File: src/rtl/mul_div_pkg.sv
`default_nettype none
// ============================================================================
//  Module      : mul_div_pkg
//  Description : Shared M-extension definitions for the multiply/divide unit.
//                Holds the datapath width, the divider iteration count, the
//                M-op encoding, the execute-stage request struct and small
//                op-classification helpers.
//  Revision    : 1.0 - initial release
// ============================================================================
package mul_div_pkg;

    localparam int XLEN           = 32;
    localparam int DIV_ITERATIONS = 32;
    localparam int DIV_CNT_W      = $clog2(DIV_ITERATIONS);

    typedef enum logic [3:0] {
        ALU_M_OPS_NONE   = 4'd0,
        ALU_M_OPS_MUL    = 4'd1,
        ALU_M_OPS_MULH   = 4'd2,
        ALU_M_OPS_MULHSU = 4'd3,
        ALU_M_OPS_MULHU  = 4'd4,
        ALU_M_OPS_DIV    = 4'd5,
        ALU_M_OPS_DIVU   = 4'd6,
        ALU_M_OPS_REM    = 4'd7,
        ALU_M_OPS_REMU   = 4'd8
    } type_alu_m_ops_e;

    typedef struct packed {
        logic [XLEN-1:0] alu_operand_1;
        logic [XLEN-1:0] alu_operand_2;
        type_alu_m_ops_e alu_m_ops;
    } type_exe2mul_s;

    // Any of DIV/DIVU/REM/REMU (everything that uses the iterative divider).
    function automatic logic is_div_op(input type_alu_m_ops_e op);
        return (op == ALU_M_OPS_DIV)  || (op == ALU_M_OPS_DIVU) ||
               (op == ALU_M_OPS_REM)  || (op == ALU_M_OPS_REMU);
    endfunction

    function automatic logic is_rem_op(input type_alu_m_ops_e op);
        return (op == ALU_M_OPS_REM) || (op == ALU_M_OPS_REMU);
    endfunction

    // Operand 1 is treated as two's complement for these ops.
    function automatic logic op1_is_signed(input type_alu_m_ops_e op);
        return (op == ALU_M_OPS_MUL)    || (op == ALU_M_OPS_MULH) ||
               (op == ALU_M_OPS_MULHSU) || (op == ALU_M_OPS_DIV)  ||
               (op == ALU_M_OPS_REM);
    endfunction

    // Operand 2 is treated as two's complement for these ops.
    function automatic logic op2_is_signed(input type_alu_m_ops_e op);
        return (op == ALU_M_OPS_MUL) || (op == ALU_M_OPS_MULH) ||
               (op == ALU_M_OPS_DIV) || (op == ALU_M_OPS_REM);
    endfunction

endpackage
`default_nettype wire

File: src/rtl/mul_div_div_iter.sv
`default_nettype none
// ============================================================================
//  Module      : div_iter
//  Description : Unsigned restoring radix-2 divider datapath. Produces one
//                quotient bit per i_step cycle; a 5-bit counter runs from
//                DIV_ITERATIONS-1 down to 0 and o_last flags the final step.
//  Ports       : clk, rst         - clock, synchronous active-high reset
//                i_start          - load dividend, clear remainder, arm counter
//                i_step           - perform one shift/subtract iteration
//                i_dividend       - dividend magnitude (sampled on i_start)
//                i_divisor        - divisor magnitude (held stable by caller)
//                o_quotient       - quotient magnitude after the last step
//                o_remainder      - remainder magnitude after the last step
//                o_last           - current step is the final iteration
//  Revision    : 1.0 - initial release
// ============================================================================
module div_iter
    import mul_div_pkg::*;
(
    input  logic            clk,
    input  logic            rst,
    input  logic            i_start,
    input  logic            i_step,
    input  logic [XLEN-1:0] i_dividend,
    input  logic [XLEN-1:0] i_divisor,
    output logic [XLEN-1:0] o_quotient,
    output logic [XLEN-1:0] o_remainder,
    output logic            o_last
);

    localparam logic [DIV_CNT_W-1:0] c_CNT_LOAD = DIV_CNT_W'(DIV_ITERATIONS - 1);

    // r_quo starts as the dividend; its MSB is shifted into the partial
    // remainder each step while the new quotient bit enters at the LSB.
    logic [XLEN-1:0]      r_quo;
    logic [XLEN-1:0]      r_rem;
    logic [DIV_CNT_W-1:0] r_cnt;

    logic [XLEN:0]        w_shift;
    logic [XLEN:0]        w_trial;
    logic                 w_fits;

    // The partial remainder is always below the divisor, so the shifted
    // value needs one extra bit and the trial difference never exceeds XLEN.
    assign w_shift = {r_rem, r_quo[XLEN-1]};
    assign w_trial = w_shift - {1'b0, i_divisor};
    assign w_fits  = ~w_trial[XLEN];

    always_ff @(posedge clk) begin
        if (rst) begin
            r_quo <= '0;
            r_rem <= '0;
            r_cnt <= '0;
        end else if (i_start) begin
            r_quo <= i_dividend;
            r_rem <= '0;
            r_cnt <= c_CNT_LOAD;
        end else if (i_step) begin
            r_quo <= {r_quo[XLEN-2:0], w_fits};
            r_rem <= w_fits ? w_trial[XLEN-1:0] : w_shift[XLEN-1:0];
            r_cnt <= r_cnt - 1'b1;
        end
    end

    assign o_quotient  = r_quo;
    assign o_remainder = r_rem;
    assign o_last      = (r_cnt == '0);

endmodule
`default_nettype wire

File: src/rtl/mul_div.sv
`default_nettype none
// ============================================================================
//  Module      : mul_div
//  Description : RV32M multiply/divide unit. Multiplies complete in two
//                cycles, divides run an iterative restoring divider followed
//                by a sign-fix cycle. Divide-by-zero always finishes early.
//  Ports       : clk          - clock, all state on rising edge
//                rst_n        - synchronous reset, ACTIVE-HIGH despite name
//                exe2mul_i    - operands and M-op from execute stage
//                mul_kill_i   - flush of the execute-stage instruction
//                mul_stall_o  - hold execute stage (combinational)
//                mul_valid_o  - one-cycle result strobe
//                mul_result_o - product / quotient / remainder (held)
//  Config      : M_DIV_EARLY_OUT_EN - when defined, divides with
//                |dividend| < |divisor| finish one cycle after the request.
//  Revision    : 1.0 - initial release
// ============================================================================
module mul_div
    import mul_div_pkg::*;
(
    input  logic            clk,
    input  logic            rst_n,
    input  type_exe2mul_s   exe2mul_i,
    input  logic            mul_kill_i,
    output logic            mul_stall_o,
    output logic            mul_valid_o,
    output logic [XLEN-1:0] mul_result_o
);

    localparam logic [2:0] c_ST_IDLE = 3'd0;
    localparam logic [2:0] c_ST_MUL  = 3'd1;
    localparam logic [2:0] c_ST_DIV  = 3'd2;
    localparam logic [2:0] c_ST_FIX  = 3'd3;
    localparam logic [2:0] c_ST_DONE = 3'd4;

    logic [2:0]        r_state;
    type_alu_m_ops_e   r_op;
    logic [XLEN-1:0]   r_op1;
    logic [XLEN-1:0]   r_op2;
    logic              r_sign1;
    logic              r_sign2;
    logic [XLEN-1:0]   r_abs2;
    logic [XLEN-1:0]   r_result;
    logic              r_valid;

    // ------------------------------------------------------------------
    // Request decode (IDLE-cycle view of the incoming operands)
    // ------------------------------------------------------------------
    logic              w_req;
    logic              w_accept;
    logic              w_in_is_div;
    logic              w_in_is_rem;
    logic              w_in_sign1;
    logic              w_in_sign2;
    logic [XLEN-1:0]   w_in_abs1;
    logic [XLEN-1:0]   w_in_abs2;
    logic              w_in_div_zero;
    logic              w_in_small;

    assign w_req         = (exe2mul_i.alu_m_ops != ALU_M_OPS_NONE);
    assign w_accept      = (r_state == c_ST_IDLE) && w_req && !mul_kill_i;
    assign w_in_is_div   = is_div_op(exe2mul_i.alu_m_ops);
    assign w_in_is_rem   = is_rem_op(exe2mul_i.alu_m_ops);
    // A sign bit is only set for operands interpreted as signed, so it also
    // serves directly as the 33rd (sign-extension) bit for the multiplier.
    assign w_in_sign1    = op1_is_signed(exe2mul_i.alu_m_ops) & exe2mul_i.alu_operand_1[XLEN-1];
    assign w_in_sign2    = op2_is_signed(exe2mul_i.alu_m_ops) & exe2mul_i.alu_operand_2[XLEN-1];
    assign w_in_abs1     = w_in_sign1 ? -exe2mul_i.alu_operand_1 : exe2mul_i.alu_operand_1;
    assign w_in_abs2     = w_in_sign2 ? -exe2mul_i.alu_operand_2 : exe2mul_i.alu_operand_2;
    assign w_in_div_zero = (exe2mul_i.alu_operand_2 == '0);

`ifdef M_DIV_EARLY_OUT_EN
    assign w_in_small    = (w_in_abs1 < w_in_abs2);
`else
    assign w_in_small    = 1'b0;
`endif

    // ------------------------------------------------------------------
    // Multiplier: operands sign-extended to 64 bits, so a plain 64-bit
    // product gives the correct signed/unsigned/mixed result.
    // ------------------------------------------------------------------
    logic [2*XLEN-1:0] w_mul_a;
    logic [2*XLEN-1:0] w_mul_b;
    logic [2*XLEN-1:0] w_prod;

    assign w_mul_a = {{XLEN{r_sign1}}, r_op1};
    assign w_mul_b = {{XLEN{r_sign2}}, r_op2};
    assign w_prod  = w_mul_a * w_mul_b;

    // ------------------------------------------------------------------
    // Divider datapath
    // ------------------------------------------------------------------
    logic              w_div_start;
    logic              w_div_step;
    logic [XLEN-1:0]   w_div_quo;
    logic [XLEN-1:0]   w_div_rem;
    logic              w_div_last;
    logic [XLEN-1:0]   w_quo_fixed;
    logic [XLEN-1:0]   w_rem_fixed;

    assign w_div_start = w_accept && w_in_is_div;
    assign w_div_step  = (r_state == c_ST_DIV);

    div_iter u_div_iter (
        .clk         (clk),
        .rst         (rst_n),
        .i_start     (w_div_start),
        .i_step      (w_div_step),
        .i_dividend  (w_in_abs1),
        .i_divisor   (r_abs2),
        .o_quotient  (w_div_quo),
        .o_remainder (w_div_rem),
        .o_last      (w_div_last)
    );

    // Quotient is negative when operand signs differ; the remainder follows
    // the dividend. Unsigned ops never carry a sign, so this is a no-op.
    assign w_quo_fixed = (r_sign1 ^ r_sign2) ? -w_div_quo : w_div_quo;
    assign w_rem_fixed = r_sign1 ? -w_div_rem : w_div_rem;

    // ------------------------------------------------------------------
    // Control FSM
    // ------------------------------------------------------------------
    always_ff @(posedge clk) begin
        if (rst_n) begin
            r_state  <= c_ST_IDLE;
            r_op     <= ALU_M_OPS_NONE;
            r_op1    <= '0;
            r_op2    <= '0;
            r_sign1  <= 1'b0;
            r_sign2  <= 1'b0;
            r_abs2   <= '0;
            r_result <= '0;
            r_valid  <= 1'b0;
        end else begin
            r_valid <= 1'b0;
            if (mul_kill_i) begin
                r_state <= c_ST_IDLE;
            end else begin
                case (r_state)
                    c_ST_IDLE: begin
                        if (w_req) begin
                            r_op    <= exe2mul_i.alu_m_ops;
                            r_op1   <= exe2mul_i.alu_operand_1;
                            r_op2   <= exe2mul_i.alu_operand_2;
                            r_sign1 <= w_in_sign1;
                            r_sign2 <= w_in_sign2;
                            r_abs2  <= w_in_abs2;
                            if (!w_in_is_div) begin
                                r_state <= c_ST_MUL;
                            end else if (w_in_div_zero) begin
                                r_state  <= c_ST_DONE;
                                r_valid  <= 1'b1;
                                r_result <= w_in_is_rem ? exe2mul_i.alu_operand_1 : '1;
                            end else if (w_in_small) begin
                                r_state  <= c_ST_DONE;
                                r_valid  <= 1'b1;
                                r_result <= w_in_is_rem ? exe2mul_i.alu_operand_1 : '0;
                            end else begin
                                r_state <= c_ST_DIV;
                            end
                        end
                    end
                    c_ST_MUL: begin
                        r_state  <= c_ST_DONE;
                        r_valid  <= 1'b1;
                        r_result <= (r_op == ALU_M_OPS_MUL) ? w_prod[XLEN-1:0]
                                                            : w_prod[2*XLEN-1:XLEN];
                    end
                    c_ST_DIV: begin
                        if (w_div_last) begin
                            r_state <= c_ST_FIX;
                        end
                    end
                    c_ST_FIX: begin
                        r_state  <= c_ST_DONE;
                        r_valid  <= 1'b1;
                        r_result <= is_rem_op(r_op) ? w_rem_fixed : w_quo_fixed;
                    end
                    c_ST_DONE: begin
                        // The stalled request is still on the bus here; it
                        // belongs to the finished op and must not relaunch.
                        r_state <= c_ST_IDLE;
                    end
                    default: begin
                        r_state <= c_ST_IDLE;
                    end
                endcase
            end
        end
    end

    assign mul_stall_o  = w_accept ||
                          (r_state == c_ST_MUL) ||
                          (r_state == c_ST_DIV) ||
                          (r_state == c_ST_FIX);
    // A kill landing in the DONE cycle suppresses the strobe so a flushed
    // instruction never writes back.
    assign mul_valid_o  = r_valid && !mul_kill_i;
    assign mul_result_o = r_result;

endmodule
`default_nettype wire

File: config.mk
export PLATFORM = sky130hd
export DESIGN_NAME = mul_div
export DESIGN_NICKNAME = d
export VERILOG_FILES = /design/src/rtl/mul_div_pkg.sv /design/src/rtl/mul_div_div_iter.sv /design/src/rtl/mul_div.sv
export SDC_FILE = /design/constraint.sdc
export NUM_CORES = 2
export LEC_CHECK = 0
export CORE_AREA = 2 2 296 298
export DETAILED_ROUTE_END_ITERATION = 10
export DIE_AREA = 0 0 298 300
export PLACE_DENSITY_LB_ADDON = 0.08
export SYNTH_ARGS = -nofsm -noshare
export SYNTH_HDL_FRONTEND = slang
export SYNTH_SLANG_ARGS = --single-unit
File: constraint.sdc
create_clock -name clk -period 8.8 [get_ports clk]
set_input_delay 1.76 -clock clk [delete_from_list [all_inputs] [get_ports clk]]
set_output_delay 1.76 -clock clk [all_outputs]
set_load 0.01 [all_outputs]
==> impl_metrics.env <==
export IMPL_dp_cells=7019
export IMPL_grt_max_degree=110
export IMPL_peakVddDrop_uv=151.3
export IMPL_fp_dieArea_sq_um=89400
export IMPL_period_needed_ns=8.570
export IMPL_pre_cts_slack_ns=0.4407
export IMPL_power_leakage_nw=26.56
export IMPL_gp_congestion=0.9506
export IMPL_start_util_pct=59.71
export IMPL_clockRootBuffer="clkbuf_16"
export IMPL_worstPathCellList="buf_4 -> and2_1 -> fa_1 -> inv_1 -> fa_1 -> inv_1 -> fa_1 -> fa_1 -> fa_1 -> fa_1 -> fa_1 -> inv_1 -> fa_1 -> inv_1 -> ha_1 -> a21oi_1 -> o21ai_0 -> nor3_1 -> nand3b_1 -> o211a_1 -> a21boi_0 -> xnor2_1 -> a21oi_1 -> nor3_1"
export IMPL_synth_edff_count=0
export IMPL_num_rows=108
export IMPL_syn_area_per_cell_sq_um=8.606
export IMPL_path_max_fanout=15
export IMPL_hold_viol=0
export IMPL_setup_viol=0
export IMPL_wirelength_microns=148600
export IMPL_mostFrequentLayoutCells="1181 x inv_1, 1126 x fa_1, 827 x nand2_1, 538 x and2_1, 305 x a21oi_1"
export IMPL_crit_type="reg2reg"
export IMPL_relSlewSlack_pct=12.82
export IMPL_avgRoutedWirePerCell_microns=21.04
export IMPL_grt_pass1_vias=43230
export IMPL_final_cells=7064
export IMPL_period_share_pct=97.39
export IMPL_netlist_instances=5982
export IMPL_final_common_cell="inv_1"
export IMPL_die_w_microns=298
export IMPL_grtUsageTotal_pct=34.29
export IMPL_synth_top_area_cell="fa_1"
export IMPL_cts_reportedPaths_clkPinSlew_ns=0.06
export IMPL_cp_required_ns=9.22
export IMPL_status="complete, no violations"
export IMPL_worstHoldPathCells=2
export IMPL_timing_fmax_mhz=116.7
export IMPL_drv_cap=0
export IMPL_tightest_slew_ns=1.308
export IMPL_worst_slack_ns=0.2301
export IMPL_critPathTopFamily="adder cells"
export IMPL_fin_worst_skew_ns=0.02398
export IMPL_ys_ff_latch=206
export IMPL_antenna_found_initial=3
export IMPL_crit_top_cell="fa_1"
export IMPL_portBuffers=104
export IMPL_end_kind="flip-flop"
export IMPL_fin_util_pct=63.37
export IMPL_clock_latency_ns=0.57
export IMPL_vias_per_cell=5.745
export IMPL_grt_ovfl_total=0
export IMPL_startpoint_type="flip-flop"
export IMPL_dp_hpwl_microns=121000
export IMPL_yosysSeqAreaShare_pct=8.010
export IMPL_drc=0
export IMPL_reg2regPathDepth=24
export IMPL_htreeDepth=1
export IMPL_ff2ff_setup_slack_ns=0.23
export IMPL_postSynth_asyncResetShare_pct=0
export IMPL_synth_fp_nets=7429
export IMPL_synth_warnings=0
export IMPL_hold_path_class="reg2reg"
export IMPL_nets=7338
export IMPL_tns_ns=0
export IMPL_clockBufferDepth=3
export IMPL_numCtsBuffers=25
export IMPL_ios=105
export IMPL_first_iter_violations=3105
export IMPL_design_area_sq_um=54630
export IMPL_cts_tree="built"
export IMPL_area_growth_pct=6.112
export IMPL_die_y_microns=300
export IMPL_final_antenna_net_count=0
export IMPL_synth_top_area_share_pct=43.79
export IMPL_hold_path_startpoint="r_op2[15]"
export IMPL_timing_rr_end="mul_result_o[12]"
export IMPL_netlist_cell_type_count=75
export IMPL_vias=40580
export IMPL_maxSlewViolCount=0
export IMPL_cts_sinks=206
export IMPL_crit_arrival_ns=8.99
export IMPL_ys_flop_type="dfxtp_1"
export IMPL_p_per_area_nw_per_um2=96.04
export IMPL_hold_path_endpoint="r_op2[15]"
export IMPL_critical_path_max_stage_delay_ns=1.02
export IMPL_netlist_area_sq_um=51480
export IMPL_grt_setup_unrepaired="no"
export IMPL_post_cts_setup_buffers=0
export IMPL_antenna_cells=0
export IMPL_core_sq_um=86210
export IMPL_grt_pass1_wl_microns=239400
export IMPL_cp_num_buf_inv=5
export IMPL_placed_cell_area_sq_um=53710
export IMPL_reg2reg_from="r_op1[9]"
export IMPL_synth_area_top_cells="fa_1 44%, inv_1 8.6%, dfxtp_1 8.0%, and2_1 6.5%, ha_1 6.1%"
export IMPL_crit_slowest_cell="dfxtp_1"
export IMPL_drive_gt1_share_pct=3.622
export IMPL_firstDrtPassIters=6
==> power breakdown <==
part | internal (mW) | switching, mW | total, mW | leakage [nW]
clock network | 0.714 | 0.466 | 1.18 | 0.437
logic | 1.07 | 1.85 | 2.93 | 24.4
registers | 0.993 | 0.146 | 1.14 | 1.69
total | 2.78 | 2.47 | 5.25 | 26.6
==> logic make-up (layout without fill, tap and decap cells) <==
group	count (synthesis)	in the layout	synth area share, %
xor gates and xnor gates	215	215	3.658
adders and majority gates	1376	1376	49.86
muxes	8	8	0.1580
and+or+nand+nor	1858	1858	17.54
AOI/OAI and AO/OA	794	794	9.629
DFF	206	206	8.011
buffers and inverters	1525	1452	11.15
==> cell usage after synthesis, types with 36 or more instances <==
| master | count |
|---|---|
| inv_1 | 1181 |
| fa_1 | 1126 |
| nand2_1 | 828 |
| and2_1 | 539 |
| clkbuf_1 | 334 |
| a21oi_1 | 306 |
| ha_1 | 250 |
| nor2_1 | 209 |
| dfxtp_1 | 206 |
| o21ai_0 | 159 |
| xnor2_1 | 121 |
| xor2_1 | 94 |
| nor3_1 | 50 |
| a211oi_1 | 49 |
| a21o_1 | 46 |
| nor2b_1 | 41 |
| o31ai_1 | 36 |
==> layout make-up <==
cell class	count	area (sq um)
multi-input cells	4251	41680
fillers	7633	31580
inverters	1181	4433
flip-flops and latches	206	4134
repair buffers	226	2029
well taps	1155	1445
clock buffers	28	656.9
clock inverters	17	252.7
==> registers in the layout (all words and copies together) (netlist names) <==
name                    count
r_op                        4
r_valid                     1
r_sign1                     1
r_abs2                     31
u_div_iter.o_quotient      32
u_div_iter.r_cnt            5
r_op2                      32
mul_result_o               32
r_state                     3
r_op1                      32
r_sign2                     1
u_div_iter.o_remainder     32
==> timing repair <==
item	4_1_cts	5_1_grt
hold buffers	0	0
endpoints found under the hold margin	0	0
endpoints found under the setup margin	0	6
gates resized for setup	0	5
==> routing by layer <==
metal	vias to the layer above	wire (microns)	track usage [%]
met5	-	22	0
met4	4	6105	11.75
met3	334	9331	3.577
met2	1488	73920	59.63
met1	20730	59230	45.02
li1	18030	-	-
==> worst max-delay path by stage <==
stage               slack (ns)  startpoint  depth (start not counted)                to
finish                    0.23    r_op1[9]                         24  mul_result_o[12]
global route             0.002     r_sign1                         27  mul_result_o[26]
CTS                       0.36   r_op1[21]                         23  mul_result_o[12]
detailed placement        0.44   r_op1[21]                         23  mul_result_o[12]
global placement          0.40   r_op2[19]                         25   mul_result_o[9]
floorplan                 0.38     r_sign1                         30  mul_result_o[29]
==> stage by stage <==
step	hold WS, ns	total power, mW
floorplan	0.4319	3.019
global placement	0.4415	4.021
detailed placement	0.4488	4.037
CTS	0.4576	5.233
global route	0.4745	5.602
finish	0.4564	5.247
==> tightest hold or removal path: cells and delay by family, from the launching register on <==
family / cells / cell delay (ns)
AND/OR/NAND/NOR: 1 / 0.05
flip-flops: 1 / 0.31
AO/OA/AOI/OAI: 1 / 0.05
Note: power is estimated with default switching activity, not from simulation.
